## config.mk

```make
export PLATFORM = sky130hd
export DESIGN_NAME = nnrv_lsu
export DESIGN_NICKNAME = d
export VERILOG_FILES = /design/src/rtl/nnrv_pkg.sv /design/src/rtl/nnrv_lsu_align.sv /design/src/rtl/nnrv_lsu.sv
export SDC_FILE = /design/constraint.sdc
export NUM_CORES = 1
export LEC_CHECK = 0
export BUFFER_PORTS_ARGS = -buffer_cell sky130_fd_sc_hd__buf_2
export CAP_MARGIN = 20
export CORE_MARGIN = 2
export CORE_UTILIZATION = 37
export DETAILED_ROUTE_END_ITERATION = 8
export GPL_TIMING_DRIVEN = 0
export PLACE_DENSITY = 0.74
export SLEW_MARGIN = 30
export SYNTH_ARGS = -nofsm -noshare
export SYNTH_HDL_FRONTEND = slang
export SYNTH_HIERARCHICAL = 1
export SYNTH_SLANG_ARGS = --single-unit
```

## constraint.sdc

```tcl
create_clock -name i_clk -period 5.3 [get_ports i_clk]
set_input_delay 0.53 -clock i_clk [delete_from_list [all_inputs] [get_ports i_clk]]
set_output_delay 0.53 -clock i_clk [all_outputs]
set_load 0.005 [all_outputs]
```

## src/rtl/nnrv_pkg.sv

```systemverilog
// nnrv_lsu shared encodings and lane helpers.
// Build option: NNRV_LSU_MISALIGN_TRAP_EN (see nnrv_lsu.sv).
package nnrv_pkg;

  localparam logic [1:0] SZ_B = 2'd0;
  localparam logic [1:0] SZ_H = 2'd1;
  localparam logic [1:0] SZ_W = 2'd2;
  localparam logic [1:0] SZ_D = 2'd3;

  typedef enum logic [1:0] {
    ST_IDLE = 2'd0,
    ST_REQ  = 2'd1,
    ST_RESP = 2'd2
  } lsu_state_t;

  // A double on a 32-bit datapath degrades to a word.
  function automatic logic [1:0] eff_size(
    input logic [1:0] sz,
    input int         xlen
  );
    return (xlen == 32 && sz == SZ_D) ? SZ_W : sz;
  endfunction

  function automatic logic [3:0] size_bytes(
    input logic [1:0] sz
  );
    return 4'd1 << sz;
  endfunction

endpackage

```

## src/rtl/nnrv_lsu_align.sv

```systemverilog
// Byte-lane alignment: store mask/data placement or
// load extraction with sign/zero extension (LOAD=1).
module nnrv_lsu_align
  import nnrv_pkg::*;
#(
  parameter  int XLEN = 32,
  parameter  bit LOAD = 1'b0,
  localparam int NB   = XLEN / 8,
  localparam int OFS  = $clog2(NB)
) (
  input  logic [1:0]      i_size,
  input  logic [OFS-1:0]  i_ofs,
  input  logic            i_sign,
  input  logic [XLEN-1:0] i_data,
  output logic [NB-1:0]   o_mask,
  output logic [XLEN-1:0] o_data
);

  logic [XLEN-1:0] w_shl;
  logic [XLEN-1:0] w_shr;
  logic [XLEN-1:0] w_fmt;
  logic            w_msb;
  logic            w_fill;
  int              w_nb;

  always_comb begin
    w_nb  = int'(size_bytes(i_size));
    w_shl = i_data << {i_ofs, 3'b000};
    w_shr = i_data >> {i_ofs, 3'b000};
    for (int i = 0; i < NB; i++) begin
      o_mask[i] = (i >= int'(i_ofs)) &&
                  (i < int'(i_ofs) + w_nb);
    end
    case (i_size)
      SZ_B:    w_msb = w_shr[7];
      SZ_H:    w_msb = w_shr[15];
      SZ_W:    w_msb = w_shr[31];
      default: w_msb = w_shr[XLEN-1];
    endcase
    w_fill = i_sign & w_msb;
    for (int i = 0; i < XLEN; i++) begin
      w_fmt[i] = (i < 8 * w_nb) ? w_shr[i] : w_fill;
    end
    o_data = LOAD ? w_fmt : w_shl;
  end

endmodule

```

## src/rtl/nnrv_lsu.sv

```systemverilog
// Load/store unit with req/gnt/rvalid memory port.
// Build option: NNRV_LSU_MISALIGN_TRAP_EN traps misaligned ops.
module nnrv_lsu
  import nnrv_pkg::*;
#(
  parameter  int XLEN = 32,
  localparam int NB   = XLEN / 8,
  localparam int OFS  = $clog2(NB)
) (
  input  logic            i_clk,
  input  logic            i_rst,
  input  logic            i_exec_valid,
  output logic            o_exec_ready,
  input  logic            i_exec_rd_en,
  input  logic [4:0]      i_exec_rd,
  input  logic [XLEN-1:0] i_exec_rd_reg,
  input  logic            i_exec_ram_rd_en,
  input  logic            i_exec_ram_wr_en,
  input  logic [XLEN-1:0] i_exec_ram_addr,
  input  logic [XLEN-1:0] i_exec_ram_data,
  input  logic [1:0]      i_exec_size,
  input  logic            i_exec_sign,
  output logic            o_mem_req,
  output logic            o_mem_we,
  output logic [XLEN-1:0] o_mem_addr,
  output logic [NB-1:0]   o_mem_wmask,
  output logic [XLEN-1:0] o_mem_wdata,
  input  logic            i_mem_gnt,
  input  logic            i_mem_rvalid,
  input  logic [XLEN-1:0] i_mem_rdata,
  output logic            o_wb_valid,
  output logic            o_wb_rd_en,
  output logic [4:0]      o_wb_rd,
  output logic [XLEN-1:0] o_wb_rd_reg,
  output logic            o_id_rd_en,
  output logic            o_id_rd_ready,
  output logic [4:0]      o_id_rd,
  output logic [XLEN-1:0] o_id_rd_reg,
  output logic            o_exc_misalign,
  output logic [XLEN-1:0] o_exc_addr
);

  lsu_state_t        r_state;
  lsu_state_t        w_next;

  logic              r_rd_en;
  logic [4:0]        r_rd;
  logic [XLEN-1:0]   r_rd_reg;
  logic              r_ld;
  logic              r_st;
  logic [XLEN-1:OFS] r_addr_hi;
  logic [OFS-1:0]    r_ofs;
  logic [1:0]        r_size;
  logic              r_sign;
  logic [XLEN-1:0]   r_data;

  logic              r_wb_valid;
  logic              r_wb_rd_en;
  logic [4:0]        r_wb_rd;
  logic [XLEN-1:0]   r_wb_rd_reg;

  logic              w_accept;
  logic              w_mem;
  logic              w_issue;
  logic [1:0]        w_size;
  logic [OFS-1:0]    w_lo;
  logic [OFS-1:0]    w_ofs;
  logic              w_req;
  logic              w_ld_wait;
  logic [NB-1:0]     w_st_mask;
  logic [NB-1:0]     w_ld_mask;
  logic [XLEN-1:0]   w_st_data;
  logic [XLEN-1:0]   w_ld_data;

  assign w_accept = i_exec_valid & o_exec_ready;
  assign w_mem    = i_exec_ram_rd_en |
                    i_exec_ram_wr_en;
  assign w_size   = eff_size(i_exec_size, XLEN);
  assign w_lo     = OFS'(size_bytes(w_size) - 4'd1);

`ifdef NNRV_LSU_MISALIGN_TRAP_EN
  logic            w_mis;
  logic            r_exc;
  logic [XLEN-1:0] r_exc_addr;

  assign w_mis   = (i_exec_ram_addr[OFS-1:0] & w_lo) != '0;
  assign w_ofs   = i_exec_ram_addr[OFS-1:0];
  assign w_issue = w_accept & w_mem & ~w_mis;

  always_ff @(posedge i_clk or posedge i_rst) begin
    if (i_rst) begin
      r_exc      <= 1'b0;
      r_exc_addr <= '0;
    end else begin
      r_exc <= w_accept & w_mem & w_mis;
      if (w_accept && w_mem && w_mis) begin
        r_exc_addr <= i_exec_ram_addr;
      end
    end
  end

  assign o_exc_misalign = r_exc;
  assign o_exc_addr     = r_exc_addr;
`else
  // Misaligned addresses are silently aligned down to the size.
  assign w_ofs   = i_exec_ram_addr[OFS-1:0] & ~w_lo;
  assign w_issue = w_accept & w_mem;

  assign o_exc_misalign = 1'b0;
  assign o_exc_addr     = '0;
`endif

  always_ff @(posedge i_clk or posedge i_rst) begin
    if (i_rst) begin
      r_state <= ST_IDLE;
    end else begin
      r_state <= w_next;
    end
  end

  always_comb begin
    w_next = r_state;
    unique case (r_state)
      ST_IDLE: if (w_issue) w_next = ST_REQ;
      ST_REQ: begin
        if (i_mem_gnt) begin
          w_next = r_st ? ST_IDLE : ST_RESP;
        end
      end
      ST_RESP: if (i_mem_rvalid) w_next = ST_IDLE;
      default: w_next = ST_IDLE;
    endcase
  end

  always_ff @(posedge i_clk or posedge i_rst) begin
    if (i_rst) begin
      r_rd_en   <= 1'b0;
      r_rd      <= '0;
      r_rd_reg  <= '0;
      r_ld      <= 1'b0;
      r_st      <= 1'b0;
      r_addr_hi <= '0;
      r_ofs     <= '0;
      r_size    <= '0;
      r_sign    <= 1'b0;
      r_data    <= '0;
    end else if (w_accept) begin
      r_rd_en   <= i_exec_rd_en;
      r_rd      <= i_exec_rd;
      r_rd_reg  <= i_exec_rd_reg;
      r_ld      <= i_exec_ram_rd_en;
      r_st      <= i_exec_ram_wr_en;
      r_addr_hi <= i_exec_ram_addr[XLEN-1:OFS];
      r_ofs     <= w_ofs;
      r_size    <= w_size;
      r_sign    <= i_exec_sign;
      r_data    <= i_exec_ram_data;
    end
  end

  nnrv_lsu_align #(.XLEN(XLEN), .LOAD(1'b0)) u_st (
    .i_size (r_size),
    .i_ofs  (r_ofs),
    .i_sign (r_sign),
    .i_data (r_data),
    .o_mask (w_st_mask),
    .o_data (w_st_data)
  );

  nnrv_lsu_align #(.XLEN(XLEN), .LOAD(1'b1)) u_ld (
    .i_size (r_size),
    .i_ofs  (r_ofs),
    .i_sign (r_sign),
    .i_data (i_mem_rdata),
    .o_mask (w_ld_mask),
    .o_data (w_ld_data)
  );

  always_ff @(posedge i_clk or posedge i_rst) begin
    if (i_rst) begin
      r_wb_valid  <= 1'b0;
      r_wb_rd_en  <= 1'b0;
      r_wb_rd     <= '0;
      r_wb_rd_reg <= '0;
    end else begin
      r_wb_valid <= 1'b0;
      if (w_accept && !w_issue) begin
        r_wb_valid  <= 1'b1;
        r_wb_rd_en  <= i_exec_rd_en & ~w_mem;
        r_wb_rd     <= i_exec_rd;
        r_wb_rd_reg <= i_exec_rd_reg;
      end else if (r_state == ST_REQ && i_mem_gnt && r_st) begin
        r_wb_valid  <= 1'b1;
        r_wb_rd_en  <= 1'b0;
        r_wb_rd     <= r_rd;
        r_wb_rd_reg <= r_rd_reg;
      end else if (r_state == ST_RESP && i_mem_rvalid) begin
        r_wb_valid  <= 1'b1;
        r_wb_rd_en  <= r_rd_en;
        r_wb_rd     <= r_rd;
        r_wb_rd_reg <= w_ld_data;
      end
    end
  end

  always_comb begin
    w_req         = (r_state == ST_REQ);
    w_ld_wait     = (r_state != ST_IDLE) & r_ld;
    o_exec_ready  = (r_state == ST_IDLE);
    o_mem_req     = w_req;
    o_mem_we      = w_req & r_st;
    o_mem_addr    = w_req ? {r_addr_hi, OFS'(0)} : '0;
    o_mem_wmask   = '0;
    if (w_req) begin
      o_mem_wmask = r_st ? w_st_mask : w_ld_mask;
    end
    o_mem_wdata   = (w_req & r_st) ? w_st_data : '0;
    o_wb_valid    = r_wb_valid;
    o_wb_rd_en    = r_wb_rd_en;
    o_wb_rd       = r_wb_rd;
    o_wb_rd_reg   = r_wb_rd_reg;
    // A load in flight blocks decode from using its destination.
    o_id_rd_en    = w_ld_wait | r_wb_rd_en;
    o_id_rd_ready = ~w_ld_wait & r_wb_rd_en;
    o_id_rd       = w_ld_wait ? r_rd : r_wb_rd;
    o_id_rd_reg   = r_wb_rd_reg;
  end

endmodule

```

Yosys cells after proc, flatten, opt, wreduce, memory -nomap -nowiden
Index checks and enable logic that the tools add are counted.
Word-level totals
  bits in registers: 148
  bits in latches: 0
  RAM bits: 0
  memory bits (read-only): 0
  input bits: 144
  logic and storage cells: 148
  memories: 0
Operators by class
  $add $sub $neg: 2
  $mul: 0
  div/mod/pow operators: 0
  $lt $le $gt $ge: 39
  equal/unequal tests: 7
  shifts and indexed selects: 4
  mux-type cells: 55
  bitwise operators: 13
  reduce and logical (&&, ||, !) cells: 13
Operators by type and width (number)
  two-way mux 32 bit: 5
  < comparator 5 x 7 -> 1 bit (first input constant): 16
  < comparator 3 x 32 -> 1 bit (first input constant): 2
  < comparator 4 x 7 -> 1 bit (first input constant): 8
  two-way mux 1 bit: 38
  < comparator 1 x 32 -> 1 bit (first input constant): 1
  < comparator 2 x 32 -> 1 bit (first input constant): 1
  left shift 32 x 5 -> 32 bit: 1
  >> shifter 32 x 5 -> 32 bit: 1
  < comparator 3 x 7 -> 1 bit (first input constant): 4
  two-way mux 5 bit: 4
  < comparator 1 x 7 -> 1 bit (first input constant): 2
  < comparator 2 x 7 -> 1 bit (first input constant): 2
  two-way mux 2 bit: 5
  AND 1 bit: 7
  logical AND 1 bit: 7
  case mux 2 bit (3 select lines): 1
  adder 2 x 4 -> 5 bit: 1
  equality test 2 x 1 -> 1 bit (second input constant): 2
  equality test 2 bit (second input constant): 2
  >= comparator 1 x 2 -> 1 bit (first input constant): 2
  logical NOT 2 bit: 2
  two-way mux 4 bit: 1
  inequality test 2 x 1 -> 1 bit (second input constant): 2
  14 further kinds: 16

Logic depth before layout (Yosys ltp)
  word-level depth: 7
  depth in mapped cells: 10

By module
The synthesis kept the hierarchy.
Modules (own cells, without submodules)
  nnrv_lsu: times used 1, cells each 850, area each 7370.8 µm², sequential area each 3703.6 µm²
  nnrv_lsu_align at u_ld: times used 1, cells each 134, area each 1023.5 µm², sequential area each 0.0 µm²
  nnrv_lsu_align at u_st: times used 1, cells each 98, area each 720.7 µm², sequential area each 0.0 µm²

Worst setup path before layout
OpenSTA, ideal clock, no wires.
  path kind: reg-to-output
  start: register r_size[0]
  end: output port o_mem_wmask[2]
  arrival: 2.194 ns
  data required time: 4.770 ns
  path slack: 2.576 ns
  stages on the path, launching flop included: 11
  cell sequence: dfrtp_1 or2_2 inv_2 ha_1 inv_1 fa_1 nor4b_1 a22o_1 a22oi_1 mux2i_1 nor2_1
On the way
  word-level cells in the longest chain between the ends: 5
RTL lines
  from (decl): RTL line nnrv_lsu.sv:53  | logic [1:0] r_size;
  from (signal assigned): RTL line nnrv_lsu.sv:155  | r_size <= w_size;
  left shift 1 x 2 -> 4 bit: RTL line nnrv_pkg.sv:27  | return 4'd1 << sz;
  adder 2 x 4 -> 5 bit: RTL line nnrv_lsu_align.sv:32  | (i < int'(i_ofs) + w_nb);
  < comparator 3 x 32 -> 1 bit: RTL line nnrv_lsu_align.sv:32
  logical AND 1 bit: RTL line nnrv_lsu_align.sv:31  | o_mask[i] = (i >= int'(i_ofs)) &&
  named net w_ld_mask[2]: RTL line nnrv_lsu.sv:71  | logic [NB-1:0] w_ld_mask;
  two-way mux 4 bit: RTL line nnrv_lsu.sv:214  | if (w_req) begin
  to (decl): RTL line nnrv_lsu.sv:26  | output logic [NB-1:0] o_mem_wmask,
The timed path passes the listed nets, and every way through them passes these cells.

Worst setup path in the final report
  start: register r_size[1]
  end: output port o_mem_wmask[2]
Same word-level chain as after synthesis.

==> flow_summary.yaml <==
floorplanning:
  row_count: 57
  ioPinCount: 326
  start_util: 0.376
  die-area_um2: 25900
  core_um2: 24200
  die_w_um: 161
  dieHeight_um: 161
synthesis:
  synth_common_cells: "nand2_1, dfrtp_1, buf_4, nor2_1, and2_1"
  yosysTopAreaCell: "dfrtp_1"
  yosysWarnings: 6
  syn_inst: 1082
  synthFlopType: "dfrtp_1"
  synth_top_area_frac: 0.406
  synth_seq_cells: 148
  synth_edf_count: 0
  yosysSeqAreaShare: 0.406
  synth_area_leaders: "dfrtp_1, nand2_1, buf_4, a211oi_2, mux2i_1"
  syn_area_per_cell_um2: 8.42
  synth_most_common_cell: "nand2_1"
  synthArstFlopShare: 1.00
  synthesis.area_um2: 9110
  synth_cell_types: 60
grt:
  grt_pass1_vias: 8543
  grt_usage: 0.234
  grt_max_degree: 86
  antenna_found_initial: 4
  grt_overflow: 0
  grt_pass1_wl_um: 47100
clocking:
  clk_latency_ps: 440
  cts_hold_repair.buffers: 0
  cts.path.max_buffers: 2
  cts_resized: 0
  cts_tree: "built"
  cts-root-buf: "clkbuf_16"
  postCtsSetupBuffers: 0
  cts_buffers: 17
  cts.sinks: 148
  cts.clk_slew.worst_paths_ps: 70
  ctsHtreeMaxLevel: 4
sta:
  slew-limit-headroom: 0.517
  setup_ws_ps: 1600
  rsz0062_at_grt: "no"
  finalSetupViolCount: 0
  period_share: 0.699
  timing.hold.ws_ps: 131
  hold_viol: 0
  period_minus_slack_ps: 3700
  slew_viol_final: 0
  tightestPinTransition_ps: 723
  final.setup_skew_ps: 9.44
  fmax_mhz: 270
worst_setup_path:
  reg2reg_from: "r_ofs[0]"
  cp.arrival_ps: 3170
  critPathRequiredTime_ps: 4770
  cp-start-kind: "flop"
  crit_type: "flop to primary output"
  cp_max_fo: 11
  startpoint: "r_size[1]"
  endpoint_kind: "primary output"
placement:
  place_congestion: 0.962
  port_buffers: 290
  place_ws_ps: 2090
  dp_hpwl_um: 23500
  dp_cells: 1731
final_layout:
  drive_gt1_frac: 0.346
  nets: 1576
  largest_reg_flops: 37
  final_cells: 1765
  area_delta_synth_final_pct: 28.2
power:
  p_sw_mw: 2.84
  comb_power_share: 0.509
  p_int_mw: 3.76
  p_total_mw: 6.60
  leakage_nw: 6.19
  sw_frac_of_total: 0.431
  power_frac_seq: 0.317
  p_per_area_nw_per_um2: 565
  clockPowerShare: 0.174
  vdd.ir_drop.worst_uv: 247
routing:
  detail_route.vias_per_cell: 4.96
  vias: 8752
  wl_um: 30500
  drtPass1Iterations: 5
  wl_per_cell_um: 17.3
  drc_errors: 0
  antenna_left: 0
  initialDrtViolationCount: 462
job:
  drv_cap: 0
outcome:
  status: "complete, no violations"
hold_path:
  hp-class: "primary input to asynchronous set/reset pin"
==> placed cells by master (no fill, tap or decap), types with 17 or more instances in the layout <==
cell type  netlist  final
o32ai_1         26     26
nor2_1          68     68
nand2_1        375    375
and3_1          32     32
buf_4           68     68
buf_2           24    314
conb_1           1     35
a21oi_1         20     20
clkbuf_16        0     17
dfrtp_1        148    148
o21ai_0         19     19
a211oi_2        28     28
clkbuf_1        36     37
mux2i_1         27     27
and2_1          41     41
==> per-stage QoR <==
step	instance area [µm²]	utilization	TNS [ps]
finish	11700	0.482	0
detailed placement	11100	0.459	0
CTS	11700	0.482	0
global route	11700	0.482	0
floorplan	9240	-	0
global placement	11100	0.458	-163060
==> final timing paths <==
| path | end | slack, ps | depth (start not counted) |
|---|---|---|---|
| worst max register to register | o_id_rd_reg[8] | 3150 | 6 |
| min in group i_clk | r_addr_hi[4] | 280 | 3 |
| worst max-delay path | o_mem_wmask[2] | 1600 | 11 |
| worst min register to register | r_addr_hi[2] | 470 | 2 |
| worst min-delay path | r_addr_hi[16] | 130 | 2 |
| max in group asynchronous | r_rd_reg[8] | 4350 | 3 |
==> kinds of logic after synthesis <==
group / after synthesis / synth area share
buffers and inverters: 157 / 0.105
other: 1 / 0.000411
multiplexers: 49 / 0.0577
AND/OR/NAND/NOR: 566 / 0.273
AO/OA/AOI/OAI: 155 / 0.148
adder cells (fa/ha/maj): 6 / 0.00988
flip-flops: 148 / 0.406
==> layer usage <==
metal	wire (µm)	track usage	vias to the layer above
met5	22	0	-
met4	904	0.0954	4
met3	1990	0.0488	54
met2	14400	0.385	338
met1	13100	0.303	4150
li1	-	-	4206
==> worst max-delay path, cell delays in order, from the launching register on <==
cell	delay, ps
dfrtp_1	490
or2_2	390
inv_2	190
ha_1	210
inv_1	60
fa_1	380
nor4b_1	290
a22o_1	220
a22oi_1	100
mux2i_1	170
nor2_1	80
buf_2	150
==> area by class of cell <==
class | instances | area, µm²
clock buffers | 18 | 429
inverters | 15 | 63.8
flip-flops and latches | 148 | 3700
diodes | 2 | 5.00
plain buffers | 142 | 898
repair buffers | 291 | 1480
well taps | 324 | 405
clock inverters | 14 | 119
multi-input cells | 811 | 4580
fillers | 2397 | 12600
==> power by group through the flow <==
| stage | logic, mW | clock network [mW] | registers, mW |
|---|---|---|---|
| CTS | 3.37 | 1.17 | 2.09 |
| detailed placement | 3.35 | 0 | 2.10 |
| global placement | 3.28 | 0 | 2.08 |
| floorplan | 2.22 | 0 | 1.99 |
| finish | 3.36 | 1.15 | 2.09 |
| global route | 3.71 | 1.23 | 2.17 |
(Power assumes the default switching activity.)
